`config.mk`:
```
export PLATFORM = sky130hd
export DESIGN_NAME = icache_refill_ctrl
export DESIGN_NICKNAME = d
export VERILOG_FILES = /design/src/rtl/riscv_core.sv /design/src/rtl/refill_miss_queue.sv /design/src/rtl/icache_refill_ctrl.sv
export SDC_FILE = /design/constraint.sdc
export NUM_CORES = 1
export LEC_CHECK = 0
export CAP_MARGIN = 15
export CORE_MARGIN = 5
export CORE_UTILIZATION = 47
export CTS_BUF_LIST = sky130_fd_sc_hd__clkbuf_4 sky130_fd_sc_hd__clkbuf_8
export DETAILED_ROUTE_END_ITERATION = 8
export MAX_ROUTING_LAYER = met4
export PLACE_DENSITY = 0.79
export SKIP_CTS_REPAIR_TIMING = 1
export SLEW_MARGIN = 0
export SYNTH_ARGS = -nofsm -noshare
export SYNTH_HDL_FRONTEND = slang
export SYNTH_SLANG_ARGS = --single-unit
```
`constraint.sdc`:
```
create_clock -name clk -period 5.5 [get_ports clk]
set_input_delay 1.1 -clock clk [delete_from_list [all_inputs] [get_ports clk]]
set_output_delay 1.1 -clock clk [all_outputs]
set_load 0.05 [all_outputs]
```
`src/rtl/riscv_core.sv`:
```
// Shared core definitions: address width, cache line offset helper and the
// refill sequencer state encoding.
package riscv_core;

   localparam int unsigned ADDR_WIDTH = 32;

   // Number of byte-offset bits within a line of line_size 32-bit words.
   function automatic int unsigned line_off_w(input int unsigned line_size);
      return 2 + $clog2(line_size);
   endfunction

   typedef enum logic [1:0] {
      StIdle,
      StReq,
      StWait,
      StFill
   } refill_state_t;

endpackage

```
`src/rtl/refill_miss_queue.sv`:
```
// Circular FIFO of missing line addresses: two push ports (lane 0 first), one
// pop port, and a per-lane match against the currently valid entries.
module refill_miss_queue
   import riscv_core::*;
#(
   parameter int unsigned QDEPTH = 2,
   parameter int unsigned AW     = ADDR_WIDTH
) (
   input  logic               clk,
   input  logic               reset,
   input  logic               flush,
   input  logic [1:0]         push_valid,
   input  logic [1:0][AW-1:0] push_addr,
   input  logic               pop,
   input  logic [1:0][AW-1:0] match_addr,
   output logic [1:0]         match,
   output logic               empty,
   output logic [AW-1:0]      head_addr
);

   localparam int unsigned PW = $clog2(QDEPTH);
   localparam int unsigned CW = PW + 1;
   localparam logic [CW:0] DEPTH = (CW + 1)'(QDEPTH);

   logic [AW-1:0] mem_q [QDEPTH];
   logic [AW-1:0] mem_d [QDEPTH];
   logic [PW-1:0] rd_q, rd_d, wr;
   logic [CW-1:0] cnt_q, cnt_d;
   logic [CW:0]   space;
   logic          acc0, acc1;

   // Free slots count the entry popped this cycle, so a full queue can still
   // accept one push while popping.
   always_comb begin
      mem_d = mem_q;
      wr    = rd_q + cnt_q[PW-1:0];
      space = DEPTH - {1'b0, cnt_q} + {{CW{1'b0}}, pop};
      acc0  = push_valid[0] && (space != '0);
      acc1  = push_valid[1] && (space > {{CW{1'b0}}, acc0});
      if (acc0) mem_d[wr] = push_addr[0];
      if (acc1) mem_d[acc0 ? wr + PW'(1) : wr] = push_addr[1];
      cnt_d = cnt_q + CW'(acc0) + CW'(acc1) - CW'(pop);
      rd_d  = rd_q + PW'(pop);
      if (flush) begin
         cnt_d = '0;
         rd_d  = rd_q;
      end
   end

   always_comb begin
      match = '0;
      for (int e = 0; e < QDEPTH; e++) begin
         for (int l = 0; l < 2; l++) begin
            if (({1'b0, PW'(e) - rd_q} < cnt_q) && (mem_q[e] == match_addr[l])) begin
               match[l] = 1'b1;
            end
         end
      end
   end

   assign empty = (cnt_q == '0);
   // An empty queue forwards the incoming lane directly so IDLE can pop it at once.
   assign head_addr = !empty ? mem_q[rd_q] : (push_valid[0] ? push_addr[0] : push_addr[1]);

   always_ff @(posedge clk) begin
      if (reset) begin
         rd_q  <= '0;
         cnt_q <= '0;
      end else begin
         rd_q  <= rd_d;
         cnt_q <= cnt_d;
      end
   end

   always_ff @(posedge clk) begin
      mem_q <= mem_d;
   end

endmodule

```
`src/rtl/icache_refill_ctrl.sv`:
```
// Instruction cache miss/refill sequencer: queues missing lines, requests them
// one at a time from memory and writes each returned line into the cache.
module icache_refill_ctrl
   import riscv_core::*;
#(
   parameter int unsigned LINE_SIZE = 2,
   parameter int unsigned QDEPTH    = 2
) (
   input  logic                         clk,
   input  logic                         reset,
   input  logic [1:0]                   miss,
   input  logic [1:0]                   valid_read,
   input  logic [1:0][ADDR_WIDTH-1:0]   miss_addr,
   input  logic                         ext_stall,
   input  logic                         ext_flush,
   output logic                         mem_req_valid,
   input  logic                         mem_req_ready,
   output logic [ADDR_WIDTH-1:0]        mem_req_addr,
   input  logic                         mem_resp_valid,
   input  logic [32*LINE_SIZE-1:0]      mem_resp_data,
   output logic [ADDR_WIDTH-1:0]        fetch_addr,
   output logic                         fetch_addr_valid,
   output logic [32*LINE_SIZE-1:0]      fetched_data,
   output logic                         refill_busy
);

   localparam int unsigned DW  = 32 * LINE_SIZE;
   localparam int unsigned OFF = line_off_w(LINE_SIZE);
   localparam logic [ADDR_WIDTH-1:0] LA_MASK =
      ~((ADDR_WIDTH'(1) << OFF) - ADDR_WIDTH'(1));

   refill_state_t                state_q, state_d;
   logic [ADDR_WIDTH-1:0]        cur_addr_q, cur_addr_d;
   logic [DW-1:0]                line_buf_q, line_buf_d;
   logic [1:0][ADDR_WIDTH-1:0]   line_addr;
   logic [1:0]                   ev, inflight_hit, push_valid, q_match;
   logic                         q_empty, pop;
   logic [ADDR_WIDTH-1:0]        q_head;

   always_comb begin
      for (int l = 0; l < 2; l++) begin
         line_addr[l]    = miss_addr[l] & LA_MASK;
         ev[l]           = valid_read[l] & miss[l];
         inflight_hit[l] = (state_q != StIdle) && (line_addr[l] == cur_addr_q);
      end
      push_valid[0] = ev[0] & ~q_match[0] & ~inflight_hit[0];
      push_valid[1] = ev[1] & ~q_match[1] & ~inflight_hit[1] &
                      ~(ev[0] && (line_addr[1] == line_addr[0]));
   end

   assign pop = (state_q == StIdle) && !ext_flush && (!q_empty || (|push_valid));

   refill_miss_queue #(
      .QDEPTH (QDEPTH),
      .AW     (ADDR_WIDTH)
   ) u_queue (
      .clk        (clk),
      .reset      (reset),
      .flush      (ext_flush),
      .push_valid (push_valid),
      .push_addr  (line_addr),
      .pop        (pop),
      .match_addr (line_addr),
      .match      (q_match),
      .empty      (q_empty),
      .head_addr  (q_head)
   );

   always_comb begin
      state_d          = state_q;
      cur_addr_d       = cur_addr_q;
      line_buf_d       = line_buf_q;
      mem_req_valid    = 1'b0;
      mem_req_addr     = '0;
      fetch_addr       = '0;
      fetch_addr_valid = 1'b0;
      fetched_data     = '0;
      unique case (state_q)
         StIdle: begin
            if (pop) begin
               cur_addr_d = q_head;
               state_d    = StReq;
            end
         end
         StReq: begin
            mem_req_valid = 1'b1;
            mem_req_addr  = cur_addr_q;
            if (mem_req_ready) state_d = StWait;
         end
         StWait: begin
            if (mem_resp_valid) begin
               line_buf_d = mem_resp_data;
               state_d    = StFill;
            end
         end
         StFill: begin
            fetch_addr       = cur_addr_q;
            fetch_addr_valid = 1'b1;
            fetched_data     = line_buf_q;
            // The cache ignores writes while stalled, so hold until a clean cycle.
            if (!ext_stall) state_d = StIdle;
         end
         default: state_d = StIdle;
      endcase
   end

   assign refill_busy = (state_q != StIdle) || !q_empty;

   always_ff @(posedge clk) begin
      if (reset) begin
         state_q    <= StIdle;
         cur_addr_q <= '0;
         line_buf_q <= '0;
      end else begin
         state_q    <= state_d;
         cur_addr_q <= cur_addr_d;
         line_buf_q <= line_buf_d;
      end
   end

endmodule

```
# Word level (Yosys, flattened, before mapping)
# Index checks and enable logic that the tools add are counted.
[word_totals] output_inout_bits=131 mem_count=0 ramBits=0 rom_bits=0 regBits=165 latchBits=0 elab_cells=108 inputBits=138
[classes] div_mod_pow=0 mul=0 n_reduce_logical=26 eq_ne=14 shift=0 n_bitwise=15 n_mux=28 add_sub_neg=10 n_lt_le_gt_ge=8
[op_table] op="$mux W32" count=9
[op_table] op="$eq A32 B32 Y1" count=6
[op_table] op="$mux W64" count=3
[op_table] op="$bwmux W64" count=2
[op_table] op="$demux W32 S1" count=2
[op_table] op="$eq A29 B29 Y1" count=1
[op_table] op="$logic_and A1 B1 Y1" count=13
[op_table] op="$mux W2" count=4
[op_table] op="$pmux W2 S4" count=1
[op_table] op="$and A1 B1 Y1" count=7
[op_table] op="$mux W1" count=7
[op_table] op="$ge A2 B2 Y1 const B" count=3
[op_table] op="$ne A2 B2 Y1 const B" count=3
[op_table] op="$not A1 Y2" count=3
[op_table] op="$not A1 Y1" count=5
[op_table] op="$add A2 B1 Y2" count=2
[op_table] op="$eq A2 B2 Y1 const B" count=2
[op_table] op="$logic_not A2 Y1" count=2
[op_table] op="$lt A1 B2 Y1" count=2
[op_table] op="$lt A2 B1 Y1 const B" count=2
[op_table] op="$reduce_and A2 Y1" count=2
[op_table] op="$reduce_and A4 Y1" count=1
[op_table] op="$reduce_or A2 Y1" count=2
[op_table] op="$add A3 B1 Y3" count=1
[op_table] op="other kinds (12)" count=16

# Logic depth before layout (Yosys ltp)
# Gate-level depths: netlist of the first run.
[depth] word_depth=23 ltp_mapped=26 depth_no_buf=21

# Hierarchy
# From an unflattened synthesis of the first run, not the netlist that was laid out.
[hier_totals] hier_cells=1305 area_unflattened_um2=10784.1
[by_module_without_submodules] mod="icache_refill_ctrl" area_each_um2=5444.0 n_inst=1 seq_area_each_um2=1961.9 cells_each=674
[by_module_without_submodules] mod="refill_miss_queue" area_each_um2=5340.1 n_inst=1 seq_area_each_um2=1341.3 cells_each=631

# Worst setup path before layout of the first run
# Ideal clock, no wire load.
[synth_path] kind="register to register" start="register u_queue.rd_q" end="register u_queue.mem_q[29] (netlist name)" setup_slack_ns=0.266 arrival_time_ns=5.113 n_path_buf=6 required_ns=5.379 setup_time_ns=0.121 stages_incl_launch_ff=26 cell_sequence="dfxtp_1 -> clkbuf_1 -> clkbuf_1 -> clkbuf_1 -> inv_1 -> ha_1 -> o21ai_1 -> nor4_1 -> and4_4 -> nor3_1 -> nor3_1 -> a211o_1 -> clkbuf_1 -> buf_2 -> ha_1 -> ha_1 -> nand2_1 -> nor2_1 -> nor2_1 -> ha_1 -> nor2b_1 -> o21ai_0 -> nand3_1 -> nand3b_2 -> buf_2 -> mux2_4"
[synth_lines] item="start: declaration" line="refill_miss_queue.sv:27" source="logic [PW-1:0] rd_q, rd_d, wr;"
[synth_lines] item="start signal: assignment" line="refill_miss_queue.sv:70" source="rd_q <= rd_d;"
[synth_lines] item="end signal: assignment" line="refill_miss_queue.sv:76" source="mem_q <= mem_d;"
[synth_lines] item="end: declaration" line="refill_miss_queue.sv:25" source="logic [AW-1:0] mem_q [QDEPTH];"

==> results.py, run 1 <==
metrics = {
    "outcome": {
        "status": "finished clean",
    },
    "die": {
        "core_sq_um": 23500,
        "rows": 56,
        "dieArea_sq_um": 27100,
        "start_util_pct": 47.8,
        "die_h_um": 165,
        "fp.dieW_um": 165,
        "io-pin-count": 269,
    },
    "synth": {
        "async_flop_share_pct": 0,
        "synth_seq_area_share_pct": 29.4,
        "syn_inst": 1296,
        "avgSynthCellArea_sq_um": 8.68,
        "synth_edf_count": 0,
        "yosysWarnings": 0,
        "syn-cell-area_sq_um": 11300,
        "yosysUniqueCellTypes": 45,
        "synth_ff_type": "dfxtp_1",
        "synth-seq-cells": 165,
        "syn_nets": 1446,
    },
    "routing": {
        "drt_iter0_drc": 942,
        "wire_per_inst_um": 21.5,
        "dr.pass1.iters": 5,
        "drc": 0,
        "vias": 10400,
        "avgViaCountPerCell": 5.50,
        "wl_um": 40900,
        "drtAntennaViolNets": 0,
    },
    "clock_network": {
        "h-tree-depth": 4,
        "clk_latency_ps": 480,
        "clkSlewWorstSetupHoldPaths_ps": 100,
        "cts_tree": "done",
        "clockBufferDepth": 2,
        "cts-root-buf": "clkbuf_8",
        "cts_sinks": 165,
        "cts_buffers": 17,
    },
    "place": {
        "io_buffers": 262,
        "gp_congestion": 1.02,
        "hpwl_um": 30700,
    },
    "sta": {
        "worst_pin_slew_ps": 1040,
        "finalHoldViolCount": 0,
        "setup_violations": 0,
        "timing.setup.tns_ps": 0,
        "fin_crit_ps": 5310,
        "rsz0062_at_grt": "false",
        "skew_ps": 19.2,
        "slew_violations": 0,
        "period_share_pct": 96.6,
        "hold-worst-slack_ps": 455,
        "timing.fmax_mhz": 188,
        "slew_headroom_pct": 30.4,
    },
    "layout": {
        "layout-drive-gt1-share_pct": 18.3,
        "area_delta_synth_final_pct": 34.3,
        "final_nets": 1718,
        "utilization_pct": 64.2,
    },
    "power_and_ir_drop": {
        "powerDensity_nw_per_um2": 379,
        "p_total_w": 0.00572,
        "p_leak_nw": 6.12,
        "ir_drop_mv": 0.184,
    },
    "setup_path": {
        "startpoint_type": "input port",
        "worstSetupPathType": "input port to register",
        "worstPathRequired_ps": 5870,
        "worstPathArrival_ps": 5680,
        "cp_max_fo": 17,
        "end_kind": "register",
    },
    "run": {
        "drv_cap": 0,
    },
    "global_route": {
        "grt.overflow.total": 0,
        "track_usage_pct": 30.2,
        "grt_start_max_net_pins": 97,
        "antenna_found_initial": 1,
        "grt_pass1_vias": 9965,
        "grt_pass1_wl_um": 60600,
    },
    "min_path": {
        "hold_path.class": "register to register",
    },
}
## area by class of cell
class                      count  area, sq um
fill                        1998         8430
multi-input combinational    984         7310
timing repair buffer         389         3650
sequential                   165         3300
tap                          319          399
clock buffer                  18          248
clock inverter                14          156
inverter                      11         41.3
antenna                        1         2.50
## metrics by stage
| step | setup WS [ps] | instance area (sq um) | std cells |
|---|---|---|---|
| after floorplan | 266 | 11300 | 1296 |
| after global placement | -291 | 14600 | 1867 |
| after detailed placement | -405 | 14600 | 1867 |
| after CTS | 102 | 15100 | 1899 |
| after global routing | 7.77 | 15100 | 1901 |
| final | 188 | 15100 | 1901 |
## cell usage after synthesis, drive strengths merged, types with 2 or more instances
library cell / number / area, sq um
a211oi: 30 / 225
a21oi: 65 / 337
a311o: 29 / 290
a41oi: 2 / 17.5
and2: 129 / 807
and3: 3 / 18.8
and3b: 3 / 26.3
buf: 57 / 357
clkbuf: 79 / 297
dfxtp: 165 / 3300
ha: 11 / 138
inv: 11 / 41.3
mux2: 117 / 1520
mux2i: 32 / 320
nand2: 193 / 724
nand2b: 31 / 194
nand3: 4 / 20.0
nand4: 21 / 131
nor2: 8 / 30.0
nor2b: 30 / 188
nor3: 9 / 45.0
nor4: 40 / 250
o21ai: 5 / 25.0
o311ai: 2 / 17.5
o32ai: 3 / 26.3
or3: 2 / 12.5
or4: 2 / 15.0
xnor2: 63 / 552
xor2: 142 / 1240
## logic make-up (layout without fill, tap and decap cells)
group / after synthesis / in the layout / share of synthesized area, %
other cells: 0 / 1 / 0
mux: 149 / 149 / 16.4
flops: 165 / 165 / 29.4
buf+inv: 147 / 432 / 6.17
xor+xnor: 205 / 205 / 16.0
fa+ha+maj: 12 / 12 / 1.40
compound gates: 140 / 140 / 8.63
simple gates: 478 / 478 / 22.1
## flip-flops by register name (all words and copies together), names as in the netlist
| register | cells |
|---|---|
| cur_addr_q | 32 |
| line_buf_q | 64 |
| state_q | 2 |
| u_queue.cnt_q | 2 |
| u_queue.mem_q | 64 |
| u_queue.rd_q | 1 |
## report_power, final
| group | leakage (nW) | internal, W | switching [W] |
|---|---|---|---|
| Combinational | 4.56 | 0.00143 | 0.00140 |
| Clock | 0.201 | 0.000354 | 0.000559 |
| Sequential | 1.36 | 0.00153 | 0.000448 |
## metal layers
layer  wire length [um]  up-vias  GRT usage [%]
met4               1420        0           9.94
met3               2860       74           5.49
met2              19700      414           50.4
met5                  0        -              -
met1              16900     5064           37.0
li1                   -     4894              -
## worst max-delay path, cell delays in order
cell	delay [ps]
clkdlybuf4s50_1	490
xor2_1	390
nor4_1	140
buf_4	160
nand4_1	110
o311ai_1	130
buf_4	160
a41oi_1	250
nand2_1	110
a211o_1	290
ha_1	190
ha_1	290
nand2_1	70
nor2_1	120
nor2_1	80
ha_1	280
nor2b_1	120
o21ai_0	180
nand3_2	170
nand3b_2	310
buf_12	210
mux2_4	310
## path summary, 6_finish.rpt
kind	startpoint	slack (ps)	depth (start not counted)	to
setup / recovery	miss_addr[29]	190	22	u_queue.mem_q[24]
hold / removal	line_buf_q[15]	460	2	line_buf_q[15]
setup reg to reg	state_q[0]	750	20	u_queue.mem_q[24]
hold reg to reg	line_buf_q[15]	460	2	line_buf_q[15]
## cell usage in the layout (no fill, tap or decap), drive strengths merged, types with 3 or more instances in the layout
cell,count
clkdlybuf4s50,261
nand2,193
dfxtp,165
xor2,142
and2,129
buf,128
mux2,117
a21oi,65
xnor2,63
nor4,40
mux2i,32
nand2b,31
nor2b,30
a211oi,30
a311o,29
nand4,21
clkbuf,18
inv,16
ha,11
nor3,9
nor2,8
clkinv,8
o21ai,5
nand3,4
o32ai,3
and3b,3
and3,3
Power figures use the tool's default switching activity.
==> inputs of run 2 (changes only) <==
- CORE_UTILIZATION: 47 -> 40
- GPL_TIMING_DRIVEN: default -> 0
- PLACE_DENSITY: 0.79 -> 0.69
==> results.py, run 2 (synthesis results as in run 1) <==
metrics = {
    "setup_path": {
        "cp_max_fo": 10,
        "cp_slowest_stage_delay_ps": 450,
        "path_cells": "clkbuf_2 -> xor2_1 -> nor4_2 -> nand4_1 -> o311ai_4 -> a41oi_2 -> nand2_1 -> a211o_1 -> buf_6 -> ha_1 -> ha_1 -> nand2_1 -> nor2_2 -> nor2_1 -> ha_1 -> nor2b_1 -> o21ai_1 -> nand3_2 -> a21oi_4 -> buf_6 -> mux2_2",
        "startpoint_type": "input port",
        "slowest_stage": "nor4_2",
        "end_kind": "register",
        "worstPathArrival_ps": 5790,
        "worstPathRequired_ps": 5880,
        "crit_path_frequent_cell": "ha_1",
        "worstSetupPathType": "input port to register",
    },
    "power_and_ir_drop": {
        "p_leak_nw": 5.69,
        "ir_drop_mv": 0.227,
        "intPower_w": 0.00319,
        "p_seq_share_pct": 36.0,
        "powerDensity_nw_per_um2": 391,
        "pwr-share-clk_pct": 16.6,
        "switching_share_pct": 43.5,
        "p_total_w": 0.00564,
        "p_sw_w": 0.00245,
        "comb_power_share_pct": 47.5,
    },
    "die": {
        "fp.dieW_um": 178,
        "dieArea_sq_um": 31600,
        "core_sq_um": 27800,
        "io-pin-count": 269,
        "die_h_um": 178,
        "start_util_pct": 40.5,
        "rows": 61,
    },
    "layout": {
        "largestRegisters": "line_buf_q (64), u_queue.mem_q (64), cur_addr_q (32)",
        "fillerInstances": 2725,
        "seqCellArea_sq_um": 3300,
        "finalInstanceArea_sq_um": 14400,
        "utilization_pct": 51.9,
        "final_common_cell": "clkdlybuf4s50_1",
        "multi_input_area_sq_um": 7390,
        "mostFrequentLayoutCells": "clkdlybuf4s50_1 (203), nand2_1 (193), dfxtp_1 (165), xor2_1 (142), and2_1 (129)",
        "layout-drive-gt1-share_pct": 15.6,
        "final_nets": 1672,
        "area_delta_synth_final_pct": 28.1,
    },
    "outcome": {
        "status": "finished clean",
    },
    "routing": {
        "dr.pass1.iters": 5,
        "avgViaCountPerCell": 5.34,
        "drc": 0,
        "vias": 10200,
        "wire_per_inst_um": 22.0,
        "wl_um": 42300,
        "drtAntennaViolNets": 0,
        "drt_iter0_drc": 702,
    },
    "clock_network": {
        "cts_sinks": 165,
        "cts_tree": "done",
        "cts-root-buf": "clkbuf_8",
        "clockBufferDepth": 2,
        "h-tree-depth": 4,
        "clkSlewWorstSetupHoldPaths_ps": 110,
        "cts_buffers": 17,
        "clk_latency_ps": 500,
    },
    "sta": {
        "timing.fmax_mhz": 185,
        "timing.setup.tns_ps": 0,
        "worst_pin_slew_ps": 665,
        "skew_ps": 15.0,
        "slew_violations": 0,
        "period_share_pct": 98.4,
        "setup_violations": 0,
        "finalHoldViolCount": 0,
        "rsz0062_at_grt": "false",
        "fin_crit_ps": 5410,
        "slew_headroom_pct": 55.7,
    },
    "global_route": {
        "grt_pass1_vias": 9943,
        "grt_pass1_wl_um": 62300,
        "grt.overflow.total": 0,
        "antenna_found_initial": 4,
        "grt_start_max_net_pins": 20,
        "track_usage_pct": 26.7,
    },
    "place": {
        "place_area_sq_um": 13800,
        "gp_congestion": 1.05,
        "hpwl_um": 33700,
        "io_buffers": 203,
    },
    "run": {
        "drv_cap": 0,
    },
    "min_path": {
        "hold_path.class": "register to register",
    },
}
## run 2: changes by cell type in the layout (fill, tap and decap cells not counted), moves of 6 or more
cell / previous run / this run
buf_2: 0 / 19
buf_12: 6 / 0
clkdlybuf4s50_1: 261 / 203
clkbuf_1: 0 / 56
buf_1: 0 / 9
buf_6: 0 / 8
buf_4: 122 / 28
clkbuf_2: 0 / 19
## run 2: final cells by class
class                   count  share of cell area (%)
repair buffers            208                    14.4
multi-input cells         984                    51.3
flip-flops and latches    165                    22.9
well taps                 378                    3.28
clock buffers              17                    1.62
clock inverters            15                    1.29
inverters                  11                   0.287
plain buffers             135                    4.89
diodes                      4                  0.0695
## run 2: per-stage QoR
| step | cells | hold slack (ps) | worst slack, ps |
|---|---|---|---|
| 6_report | 1917 | 457 | 88.8 |
| 5_1_grt | 1917 | 475 | 9.49 |
| 4_1_cts | 1909 | 458 | -1690 |
| 3_5_place_dp | 1877 | 443 | -1640 |
| 3_3_place_gp | 1877 | 438 | -1480 |
| 2_1_floorplan | 1296 | 432 | 266 |
## run 2: final timing paths
check	from	end	slack (ps)	depth (start not counted)
hold reg to reg	line_buf_q[16]	line_buf_q[16]	460	2
setup / recovery	miss_addr[41]	u_queue.mem_q[58]	90	21
setup reg to reg	u_queue.rd_q	u_queue.mem_q[58]	190	24
hold / removal	line_buf_q[16]	line_buf_q[16]	460	2
## run 2: metal layers
| metal | global-route usage, % | part of all wire (%) | up-vias |
|---|---|---|---|
| met5 | - | 0 | - |
| li1 | - | - | 4800 |
| met1 | 32.9 | 42 | 4919 |
| met3 | 4.18 | 7.0 | 58 |
| met4 | 8.41 | 2.9 | 0 |
| met2 | 45.0 | 48 | 461 |
## run 2: power groups by stage
stage	Sequential (W)	Clock, W	Combinational [W]
finish	0.00203	0.000934	0.00268
global route	0.00206	0.00100	0.00283
CTS	0.00200	0.000956	0.00260
detailed placement	0.00203	0	0.00259
global placement	0.00201	0	0.00255
floorplan	0.00186	0	0.00190
## run 2: worst max-delay path: cells and delay by family
family | cells | cell delay [ps]
AOI/OAI and AO/OA | 5 | 1300
xor gates and xnor gates | 1 | 180
adders and majority gates | 3 | 660
buffers and inverters | 3 | 590
muxes | 1 | 350
and+or+nand+nor | 8 | 1600
==> inputs of run 3 (changes only) <==
- CTS_BUF_LIST: sky130_fd_sc_hd__clkbuf_4 sky130_fd_sc_hd__clkbuf_8 -> sky130_fd_sc_hd__clkbuf_2
==> results.py, run 3 (synthesis results as in run 1) <==
metrics = {
    "outcome": {
        "status": "finished clean",
    },
    "layout": {
        "seqCellArea_sq_um": 3310,
        "multi_input_area_sq_um": 7350,
        "layout-drive-gt1-share_pct": 14.6,
        "fillerInstances": 2745,
        "largestRegisters": "line_buf_q (64), u_queue.mem_q (64), cur_addr_q (32)",
        "mostFrequentLayoutCells": "clkdlybuf4s50_1 (203), nand2_1 (193), dfxtp_1 (163), xor2_1 (142), and2_1 (129)",
        "final_common_cell": "clkdlybuf4s50_1",
        "finalInstanceArea_sq_um": 14200,
        "area_delta_synth_final_pct": 26.4,
        "final_nets": 1673,
    },
    "place": {
        "gp_congestion": 1.05,
        "io_buffers": 203,
        "place_area_sq_um": 13800,
        "hpwl_um": 33700,
    },
    "sta": {
        "finalHoldViolCount": 0,
        "skew_ps": 37.8,
        "hold-worst-slack_ps": 469,
        "timing.fmax_mhz": 184,
        "fin_crit_ps": 5450,
        "slew_violations": 0,
        "timing.setup.tns_ps": 0,
        "slew_headroom_pct": 55.8,
        "worst_pin_slew_ps": 663,
        "setup_violations": 0,
        "period_share_pct": 99.0,
    },
    "power_and_ir_drop": {
        "powerDensity_nw_per_um2": 380,
        "p_sw_w": 0.00241,
        "pwr-share-clk_pct": 13.3,
        "ir_drop_mv": 0.217,
        "p_leak_nw": 5.57,
        "comb_power_share_pct": 49.3,
        "p_seq_share_pct": 37.4,
        "switching_share_pct": 44.6,
        "intPower_w": 0.00300,
    },
    "die": {
        "io-pin-count": 269,
        "dieArea_sq_um": 31600,
        "core_sq_um": 27800,
        "rows": 61,
        "fp.dieW_um": 178,
        "start_util_pct": 40.5,
        "die_h_um": 178,
    },
    "routing": {
        "drc": 0,
        "wire_per_inst_um": 21.9,
        "wl_um": 42100,
        "vias": 10200,
        "drtAntennaViolNets": 0,
        "drt_iter0_drc": 641,
        "dr.pass1.iters": 5,
        "avgViaCountPerCell": 5.31,
    },
    "min_path": {
        "hold_path.class": "register to register",
        "hold_path_depth": 2,
    },
    "global_route": {
        "antenna_found_initial": 4,
        "grt.overflow.total": 0,
        "track_usage_pct": 26.5,
        "grt_pass1_vias": 9941,
        "grt_start_max_net_pins": 20,
        "grt_pass1_wl_um": 62100,
    },
    "clock_network": {
        "clockBufferDepth": 2,
        "cts_sinks": 165,
        "cts-root-buf": "clkbuf_2",
        "cts_tree": "done",
        "h-tree-depth": 4,
        "clkSlewWorstSetupHoldPaths_ps": 310,
        "cts_buffers": 17,
        "clk_latency_ps": 770,
    },
    "setup_path": {
        "worstPathArrival_ps": 6120,
        "r2r_cells": 25,
        "crit_end": "u_queue.mem_q[36]",
        "startpoint_type": "input port",
        "rr_endpoint": "u_queue.mem_q[36]",
        "end_kind": "register",
        "cp_max_fo": 10,
        "worstPathRequired_ps": 6180,
        "worstSetupPathType": "input port to register",
        "r2r_start": "u_queue.rd_q",
        "r2r_slack_ps": 150,
        "cp-startpoint": "miss_addr[46]",
    },
    "run": {
        "drv_cap": 0,
    },
}
-- run 3: cell count changes in the layout (fill, tap and decap cells not counted), moves of 2 or more --
cell and change:
dfxtp_2 +2, buf_8 +3, o311ai_4 -2, clkbuf_8 -17, clkbuf_2 +3, dfxtp_1 -2
o311ai_2 +2, buf_6 -2, clkbuf_1 +15
-- run 3: worst max-delay path, cell delays in order --
cell and delay (ps):
clkbuf_2 160, xor2_1 200, nor4_2 460, nand4_1 360, o311ai_2 450, a41oi_1 190
nand2_1 170, a211o_1 120, clkbuf_1 240, buf_4 290, ha_1 180, ha_1 230
nand2_1 120, nor2_2 60, nor2_1 180, ha_1 260, nor2b_1 120, o21ai_1 170
nand3_2 170, a21oi_4 350, buf_8 200, mux2_2 340
-- run 3: layout make-up --
cell class | count | share of cell area [%]
inverters | 11 | 0.290
repair buffers | 208 | 14.5
multi-input cells | 984 | 51.7
clock inverters | 15 | 1.30
clock buffers | 17 | 0.598
well taps | 378 | 3.32
diodes | 4 | 0.0704
flip-flops and latches | 165 | 23.2
plain buffers | 136 | 4.98
-- run 3: how the worst min path moves through the flow --
stage / slack, ps / start / to
floorplan: 430 / line_buf_q[0] / line_buf_q[0]
global placement: 440 / line_buf_q[45] / line_buf_q[45]
detailed placement: 440 / line_buf_q[14] / line_buf_q[14]
CTS: 470 / line_buf_q[54] / line_buf_q[54]
global route: 480 / line_buf_q[38] / line_buf_q[38]
finish: 470 / line_buf_q[16] / line_buf_q[16]
-- run 3: metal layers --
metal	up-vias	wire length [um]	part of all wire [%]	global-route usage, %
li1	4806	-	-	-
met2	433	20400	48	45.0
met5	-	0	0	-
met4	0	1210	2.9	7.67
met1	4883	17600	42	32.6
met3	66	2900	6.9	4.41
-- run 3: per-stage QoR --
stage | util, % | power [W] | cells | setup slack [ps]
2_1_floorplan | - | 0.00376 | 1296 | 266
3_3_place_gp | 49.5 | 0.00457 | 1877 | -1480
3_5_place_dp | 49.5 | 0.00462 | 1877 | -1640
4_1_cts | 50.5 | 0.00535 | 1909 | -1680
5_1_grt | 51.2 | 0.00568 | 1918 | -25.5
6_report | 51.2 | 0.00541 | 1918 | 54.2
-- run 3: power by group through the flow --
stage	logic (W)	clock network (W)	registers, W
3_3_place_gp	0.00255	0	0.00201
3_5_place_dp	0.00259	0	0.00203
4_1_cts	0.00260	0.000741	0.00200
2_1_floorplan	0.00190	0	0.00186
6_report	0.00267	0.000717	0.00203
5_1_grt	0.00283	0.000783	0.00206
